<file path="config.mk">
export PLATFORM = sky130hd
export DESIGN_NAME = cmd_frame_builder
export DESIGN_NICKNAME = d
export VERILOG_FILES = /design/src/rtl/cmd_frame_builder.sv
export SDC_FILE = /design/constraint.sdc
export NUM_CORES = 1
export LEC_CHECK = 0
export ABC_AREA = 1
export CORE_MARGIN = 3
export CORE_UTILIZATION = 47
export DETAILED_ROUTE_END_ITERATION = 8
export DONT_BUFFER_PORTS = 1
export SKIP_CTS_REPAIR_TIMING = 1
export SYNTH_ARGS = -nofsm -noshare
export SYNTH_HDL_FRONTEND = slang
export SYNTH_SLANG_ARGS = --single-unit
</file>
<file path="constraint.sdc">
create_clock -name clk -period 1.25 [get_ports clk]
set_input_delay 0.25 -clock clk [delete_from_list [all_inputs] [get_ports clk]]
set_output_delay 0.25 -clock clk [all_outputs]
set_load 0.02 [all_outputs]
</file>
<file path="src/rtl/cmd_frame_builder.sv">
// rtl/cmd_frame_builder.sv - SD command frame builder with bit-serial CRC7
// Captures cmd_index/argument, runs CRC7 one bit per clock, holds the 48-bit frame under valid/ack.
module cmd_frame_builder (
  input  logic        clk,
  input  logic        reset,
  input  logic        start,
  input  logic [5:0]  cmd_index,
  input  logic [31:0] argument,
  output logic [47:0] frame,
  output logic        frame_valid,
  input  logic        frame_ack,
  output logic        busy,
  output logic [6:0]  crc7
);

  typedef enum logic [1:0] {
    S_IDLE  = 2'd0,
    S_CALC  = 2'd1,
    S_VALID = 2'd2
  } state_t;

  state_t      r_state;
  state_t      w_next_state;
  logic [39:0] r_shift;
  logic [5:0]  r_cnt;
  logic [6:0]  r_crc;
  logic [47:0] r_frame;

  logic        w_fb;
  logic [6:0]  w_crc_next;
  logic [39:0] w_shift_next;

  assign w_fb         = r_crc[6] ^ r_shift[39];
  assign w_crc_next   = {r_crc[5:3], r_crc[2] ^ w_fb, r_crc[1:0], w_fb};
  // Rotating keeps the captured bits intact: after 40 rotations the register is back to the original.
  assign w_shift_next = {r_shift[38:0], r_shift[39]};

  always_comb begin
    w_next_state = r_state;
    case (r_state)
      S_IDLE:  if (start) w_next_state = S_CALC;
      S_CALC:  if (r_cnt == 6'd0) w_next_state = S_VALID;
      S_VALID: if (frame_ack) w_next_state = S_IDLE;
      default: w_next_state = S_IDLE;
    endcase
  end

  always_ff @(posedge clk) begin
    if (reset) r_state <= S_IDLE;
    else       r_state <= w_next_state;
  end

  always_ff @(posedge clk) begin
    if (reset) begin
      r_shift <= '0;
      r_cnt   <= '0;
      r_crc   <= '0;
      r_frame <= {48{1'b1}};
    end else begin
      case (r_state)
        S_IDLE: begin
          if (start) begin
            r_shift <= {2'b01, cmd_index, argument};
            r_crc   <= '0;
            r_cnt   <= 6'd39;
          end
        end
        S_CALC: begin
          r_shift <= w_shift_next;
          r_crc   <= w_crc_next;
          r_cnt   <= r_cnt - 6'd1;
          if (r_cnt == 6'd0) r_frame <= {w_shift_next, w_crc_next, 1'b1};
        end
        default: ;
      endcase
    end
  end

  assign frame       = r_frame;
  assign frame_valid = (r_state == S_VALID);
  assign busy        = (r_state != S_IDLE);
  assign crc7        = r_crc;

endmodule

</file>
; ---- Yosys cells after proc, flatten, opt, wreduce, memory -nomap -nowiden
; Cells that the tools add are included.
; W data, S select, Z words.
[word_totals]
ff_bits = 102
input_bits = 42
wordCells = 30
[op_classes]
add_sub_neg = 1
eq_ne = 5
muxes = 10
bitwise_logic = 2
reduce_logical = 7
[op_table]
columns = op, n
row1 = $pmux W40 S2, 1
row2 = $mux W40, 1
row3 = $pmux W7 S2, 1
row4 = $pmux W6 S2, 1
row5 = $mux W7, 1
row6 = $logic_not A6 Y1, 1
row7 = $mux W2, 3
row8 = $mux W6, 1
row9 = $pmux W2 S3, 1
row10 = $sub A6 B1 Y6 const B, 1
row11 = $ne A2 B2 Y1 const B, 2
row12 = $reduce_and A2 Y1, 2
row13 = $reduce_bool A2 Y1, 2
row14 = $reduce_and A3 Y1, 1
row15 = $eq A2 B1 Y1 const B, 1
row16 = $eq A2 B2 Y1 const B, 1
row17 = $logic_not A2 Y1, 1
row18 = $ne A2 B1 Y1 const B, 1
row19 = $xor A1 B1 Y1, 2

; ---- Longest topological paths before layout
; Gate-level depths: netlist (run 1).
[logic_depth]
depth_word = 3
ltp_mapped = 8
depth_no_buf = 8

; ---- Worst setup path before layout (run 1)
; Ideal clock, no wire load.
[synth_timing]
kind = flip-flop to flip-flop
startpoint = register r_cnt[0]
endpoint = register r_frame[17] (netlist: frame[17])
t_arrival_ns = 1.200
required_time_ns = 1.186
slack_ns = -0.013
stages_incl_launch_ff = 9
path_buffers = 2
period_less_slack_ns = 1.263
path_cell_list = dfxtp_1 inv_1 ha_1 nand3_1 nor2_1 buf_2 buf_4 nand2_1 nand3_1
[synth_via]
elab_chain_cells = 2
[synth_lines]
columns = item, line
row1 = start: declaration, 25  ; logic [5:0] r_cnt;
row2 = start signal: assignment, 71  ; r_cnt <= r_cnt - 6'd1;
row3 = $logic_not A6 Y1, 72  ; if (r_cnt == 6'd0) r_frame <= {w_shift_next, w_crc_next, 1'b1};
row4 = $reduce_and A2 Y1 (no line), --
row5 = end signal: assignment, 58  ; r_frame <= {48{1'b1}};
row6 = end signal: assignment, 72
row7 = end: declaration, 27  ; logic [47:0] r_frame;
; Every way passes these cells.
; A chain may end at the register's enable or synchronous reset.

; ---- Final worst setup path (run 1)
[layout_timing]
startpoint = register r_state[1]
endpoint = register r_frame[25] (netlist: frame[25])
[layout_via]
elab_chain_cells = 2
[layout_lines]
columns = item, line
row1 = start: declaration, 22  ; state_t r_state;
row2 = start signal: assignment, 50  ; else r_state <= w_next_state;
row3 = $eq A2 B1 Y1, 60  ; case (r_state)
row4 = $reduce_and A2 Y1 (no line), --
; Every way passes these cells.

==> flow_summary.toml, run 1 <==
[outcome]
run_status = "complete, but fails checks"
violations = "negative setup slack"

[yosys]
yosysMostFrequentCell = "nand2_1"
synth_cells = 628
yosysUniqueCellTypes = 19
synth_top_area_share = 0.480
syn_nets = 672
synth.yosys.seq_area_share = 0.480
synth-main-ff-cell = "dfxtp_1"
synth_top_area_cell = "dfxtp_1"
avgSynthCellArea_um2 = 6.78
synth_edf_count = 0
synth-async-reset-ratio = 0
ys_ff_latch = 102
synth_area_leaders = "dfxtp_1 48%, nand2_1 21%, nand3_1 9.5%"
synth_common_cells = "233 x nand2_1, 102 x dfxtp_1, 82 x nor2_1"
syn_area_um2 = 4260
yosys_warnings = 0

[min_path]
hold_path_end = "r_state[1]"
min_path_type = "primary input to flip-flop"
holdCritStartpoint = "frame_ack"
whs_path_depth = 3

[placed_design]
post-dp-hpwl_um = 7110
place_area_um2 = 4450
gp_congestion = 0.778
port_buffers = 0
placed_cells = 721

[grt]
grt_pass1_vias = 3493
antenna_found_initial = 0
grt_start_max_net_pins = 52
track_usage = 0.205
grt.overflow.total = 0
grt_pass1_wl_um = 16900

[sta]
finClkSkew_ns = 0.00823
fin_crit_sh = 1.07
hold_violations = 0
rsz0062_at_grt = "yes"
fmax_mhz = 746
drv_slew = 0
setup_viol = 49
fin_ws_ns = -0.0904
period_minus_slack_ns = 1.34

[detailed_routing]
vias = 4041
routed_wl_um = 12900
vias_per_cell = 5.31
drt_iter0_markers = 168
dr.pass1.iters = 5
routedWlPerCell_um = 17.0
ant_nets = 0
drc = 0

[setup_path]
crit_type = "flip-flop to flip-flop"
cp.arrival_ns = 1.65
crit_fanout = 7
r2r_slack_ns = -0.09
cp.required_ns = 1.56
critPathLaunchType = "flip-flop"
crit_start = "r_state[1]"
r2r-start = "r_state[1]"
r2r_cells = 8
regToRegEndpoint = "frame[25]"
end_kind = "flip-flop"

[layout]
final_cells = 761
n_antenna_cell = 0
nFillCells = 781
drive_above_1_share = 0.260
final_nets = 693
syn_to_final_growth_pct = 31.7
design_area_um2 = 5600

[clock_tree]
cts_sinks = 102
htree_levels = 3
clk_latency_ns = 0.36
cts_root_buf = "clkbuf_8"
cts_buffers = 9
cts_tree = "yes"
path_clk_slew_ns = 0.10
clockBufferDepth = 2

[power]
power.internal_mw = 5.36
combPwrFrac = 0.203
ir_drop_uv = 946
seqPwrFrac = 0.495
power.density_nw_per_um2 = 1380
power_switching_mw = 2.39
netSwitchingFraction = 0.308
power_frac_clock = 0.302
leakagePower_nw = 2.63
power.total_mw = 7.75

[floorplan]
io-pin-count = 99
coreArea_um2 = 8760
row_count = 34
die_w_um = 101
die_h_um = 101
dieArea_um2 = 10200
start_util = 0.486

[run]
max_cap_violations = 0
[layout by cell type (no fill, tap or decap), drive strengths merged]
cell type / n
nor2: 84
clkinv: 2
nand2: 236
nand3: 81
inv: 51
a21oi: 14
nand4: 1
buf: 40
bufinv: 2
nor3: 2
conb: 1
o21ai: 15
clkbuf: 20
dfxtp: 102
ha: 2
[critical path, stage by stage (launching register included)]
cell and delay [ns]:
dfxtp_4 0.38, inv_6 0.08, buf_4 0.14, nand2_8 0.07, nor2_4 0.14, buf_12 0.17, clkbuf_16 0.17, nand2_2 0.07
nand3_2 0.06
[layer usage]
layer	track usage	share of wire	vias up
li1	-	-	1972
met1	0.271	0.42	1913
met2	0.339	0.50	139
met3	0.0558	0.056	17
met4	0.0440	0.018	0
met5	0	0	-
[worst max path at each step]
stage,to
detailed placement,frame[24]
global placement,frame[41]
global route,frame[25]
finish,frame[25]
floorplan,frame[38]
CTS,frame_valid
[through the flow]
stage | hold WS (ns) | utilization | setup WS (ns) | TNS (ns)
2_1_floorplan | 0.419 | - | 0.00373 | 0
3_3_place_gp | 0.323 | 0.508 | -0.0124 | -0.199
3_5_place_dp | 0.326 | 0.508 | -0.0318 | -0.368
4_1_cts | -0.0668 | 0.533 | -0.200 | -1.03
5_1_grt | 0.0614 | 0.639 | -0.133 | -5.54
6_report | 0.0569 | 0.639 | -0.0904 | -2.06
[final cells by class]
cell class	instances	area, µm²	area share
timing repair buffer	50	754	0.135
clock inverter	5	82.6	0.0147
inverter	50	198	0.0353
tap	108	135	0.0241
multi-input combinational	436	2240	0.401
sequential	102	2050	0.366
clock buffer	10	138	0.0246
[cells by family after synthesis]
logic type | synth area share
flip-flops | 0.480
AND/OR/NAND/NOR | 0.384
AO/OA/AOI/OAI | 0.0341
other | 0.000881
adder cells (fa/ha/maj) | 0.00588
buffers and inverters | 0.0952
[sequential cells by signal, indices dropped and copies added, names as in the netlist]
name     flops
crc7         7
frame       47
r_cnt        6
r_state      2
r_shift     40
[power by group through the flow]
stage | Sequential, mW | Combinational (mW) | Clock [mW]
after floorplan | 3.83 | 0.754 | 0
after global placement | 3.87 | 1.01 | 0
after detailed placement | 3.88 | 1.04 | 0
after CTS | 3.80 | 1.04 | 2.37
after global routing | 3.86 | 1.72 | 2.51
final | 3.84 | 1.58 | 2.34
No activity file was read; power rests on OpenSTA's default activity.
==> run 2: changes to the inputs <==
--- a/config.mk
+++ b/config.mk
@@ -6,8 +6,10 @@
 export NUM_CORES = 1
 export LEC_CHECK = 0
 export ABC_AREA = 1
+export CAP_MARGIN = 20
 export CORE_MARGIN = 3
 export CORE_UTILIZATION = 47
+export CTS_CLUSTER_SIZE = 28
 export DETAILED_ROUTE_END_ITERATION = 8
 export DONT_BUFFER_PORTS = 1
 export SKIP_CTS_REPAIR_TIMING = 1
==> results of run 2 <==
Final layout, timing and power as in run 1 (identical DEF).
==> run 3: changes to the inputs <==
--- a/config.mk
+++ b/config.mk
@@ -12,6 +12,7 @@
 export CTS_CLUSTER_SIZE = 28
 export DETAILED_ROUTE_END_ITERATION = 8
 export DONT_BUFFER_PORTS = 1
+export PLACE_DENSITY = 0.74
 export SKIP_CTS_REPAIR_TIMING = 1
 export SYNTH_ARGS = -nofsm -noshare
 export SYNTH_HDL_FRONTEND = slang
==> flow_summary.toml, run 3 (synthesis results as in run 1) <==
[outcome]
run_status = "complete, but fails checks"
violations = "negative hold slack, negative setup slack"

[clock_tree]
clk_latency_ns = 0.36
cts_buffers = 9
path_clk_slew_ns = 0.10
clockBufferDepth = 2
htree_levels = 3
cts_root_buf = "clkbuf_8"
cts_tree = "yes"
cts_sinks = 102

[setup_path]
cp_num_buf_inv = 3
r2r_cells = 8
end_kind = "flip-flop"
cp.required_ns = 1.56
crit_start = "r_cnt[1]"
cpLargestDelayFamily = "buffers and inverters"
cp.arrival_ns = 1.62
cp-endpoint = "frame[22]"
regToRegEndpoint = "frame[22]"
crit_fanout = 7
cp_cell_sequence = "inv_2, ha_4, nand3_4, nor2_4, buf_12, clkbuf_16, nand2_1, nand3_1"
r2r-start = "r_cnt[1]"
r2r_slack_ns = -0.06
cp_slowest_stage_delay_ns = 0.34
critPathLaunchType = "flip-flop"
cp.depth = 8
crit_type = "flip-flop to flip-flop"
slowest_stage = "dfxtp_2"

[floorplan]
row_count = 34
die_h_um = 101
start_util = 0.486
io-pin-count = 99
die_w_um = 101
dieArea_um2 = 10200
coreArea_um2 = 8760

[sta]
drv_slew = 0
period_minus_slack_ns = 1.31
fin_ws_ns = -0.0636
rsz0062_at_grt = "yes"
finClkSkew_ns = 0.0105
fin_crit_sh = 1.05
whs_ns = -0.0611
hold_violations = 30
setup_viol = 55
fmax_mhz = 761

[detailed_routing]
dr.pass1.iters = 5
drc = 0
routedWlPerCell_um = 15.9
routed_wl_um = 11900
drt_iter0_markers = 248
ant_nets = 0
vias_per_cell = 5.32
vias = 3987

[layout]
final_util = 0.599
final_common_cell = "nand2_1"
design_area_um2 = 5250
syn_to_final_growth_pct = 23.2
final_cells = 750
final_cell_mix = "204 x nand2_1, 98 x dfxtp_1, 78 x nor2_1"
largest_register_ffs = 47
final_nets = 681
n_antenna_cell = 0
drive_above_1_share = 0.195
nFillCells = 780
multiInputGateArea_um2 = 2140
register_area_um2 = 2050

[grt]
track_usage = 0.203
grt_start_max_net_pins = 37
grt_pass1_wl_um = 16700
grt.overflow.total = 0
grt_pass1_vias = 3452
antenna_found_initial = 0

[run]
max_cap_violations = 0

[min_path]
min_path_type = "primary input to flip-flop"

[placed_design]
post-dp-hpwl_um = 6940
placed_cells = 720
place_area_um2 = 4420
port_buffers = 0
gp_congestion = 0.804

[power]
ir_drop_uv = 678
power.total_mw = 7.37
leakagePower_nw = 2.57
power.density_nw_per_um2 = 1400
==> run 3: final cells by class <==
cell class,instances,share of cell area
clock inverter,6,0.0134
timing repair buffer,38,0.0980
multi-input combinational,436,0.408
inverter,50,0.0377
sequential,102,0.391
clock buffer,10,0.0262
tap,108,0.0258
==> run 3: worst min path at each step <==
stage	end	slack, ns	start	cells past startpoint
after floorplan	r_state[0]	0.42	start	2
after global placement	r_cnt[2]	0.32	reset	1
after detailed placement	crc7[1]	0.33	reset	1
after CTS	crc7[3]	-0.07	reset	1
after global routing	r_state[0]	-0.09	reset	1
final	r_state[0]	-0.06	reset	1
==> run 3: per-stage QoR <==
stage	hold slack [ns]	setup TNS, ns	worst slack [ns]
6_report	-0.0611	-1.70	-0.0636
2_1_floorplan	0.419	0	0.00373
3_5_place_dp	0.325	-0.355	-0.0232
3_3_place_gp	0.325	-0.146	-0.00895
5_1_grt	-0.0850	-5.00	-0.112
4_1_cts	-0.0712	-1.30	-0.177
==> run 3: routing by layer <==
| metal | vias to the layer above | global-route usage | routed length (µm) |
|---|---|---|---|
| met4 | 0 | 0.0644 | 274 |
| met1 | 1834 | 0.264 | 4940 |
| li1 | 1951 | - | - |
| met2 | 179 | 0.332 | 5700 |
| met3 | 23 | 0.0496 | 1040 |
| met5 | - | 0 | 0 |
==> run 3: report_power, final <==
| group | total (mW) | internal, mW | switching (mW) |
|---|---|---|---|
| Combinational | 1.38 | 0.574 | 0.805 |
| Clock | 2.16 | 0.991 | 1.17 |
| Sequential | 3.83 | 3.50 | 0.334 |
| Total | 7.37 | 5.06 | 2.31 |
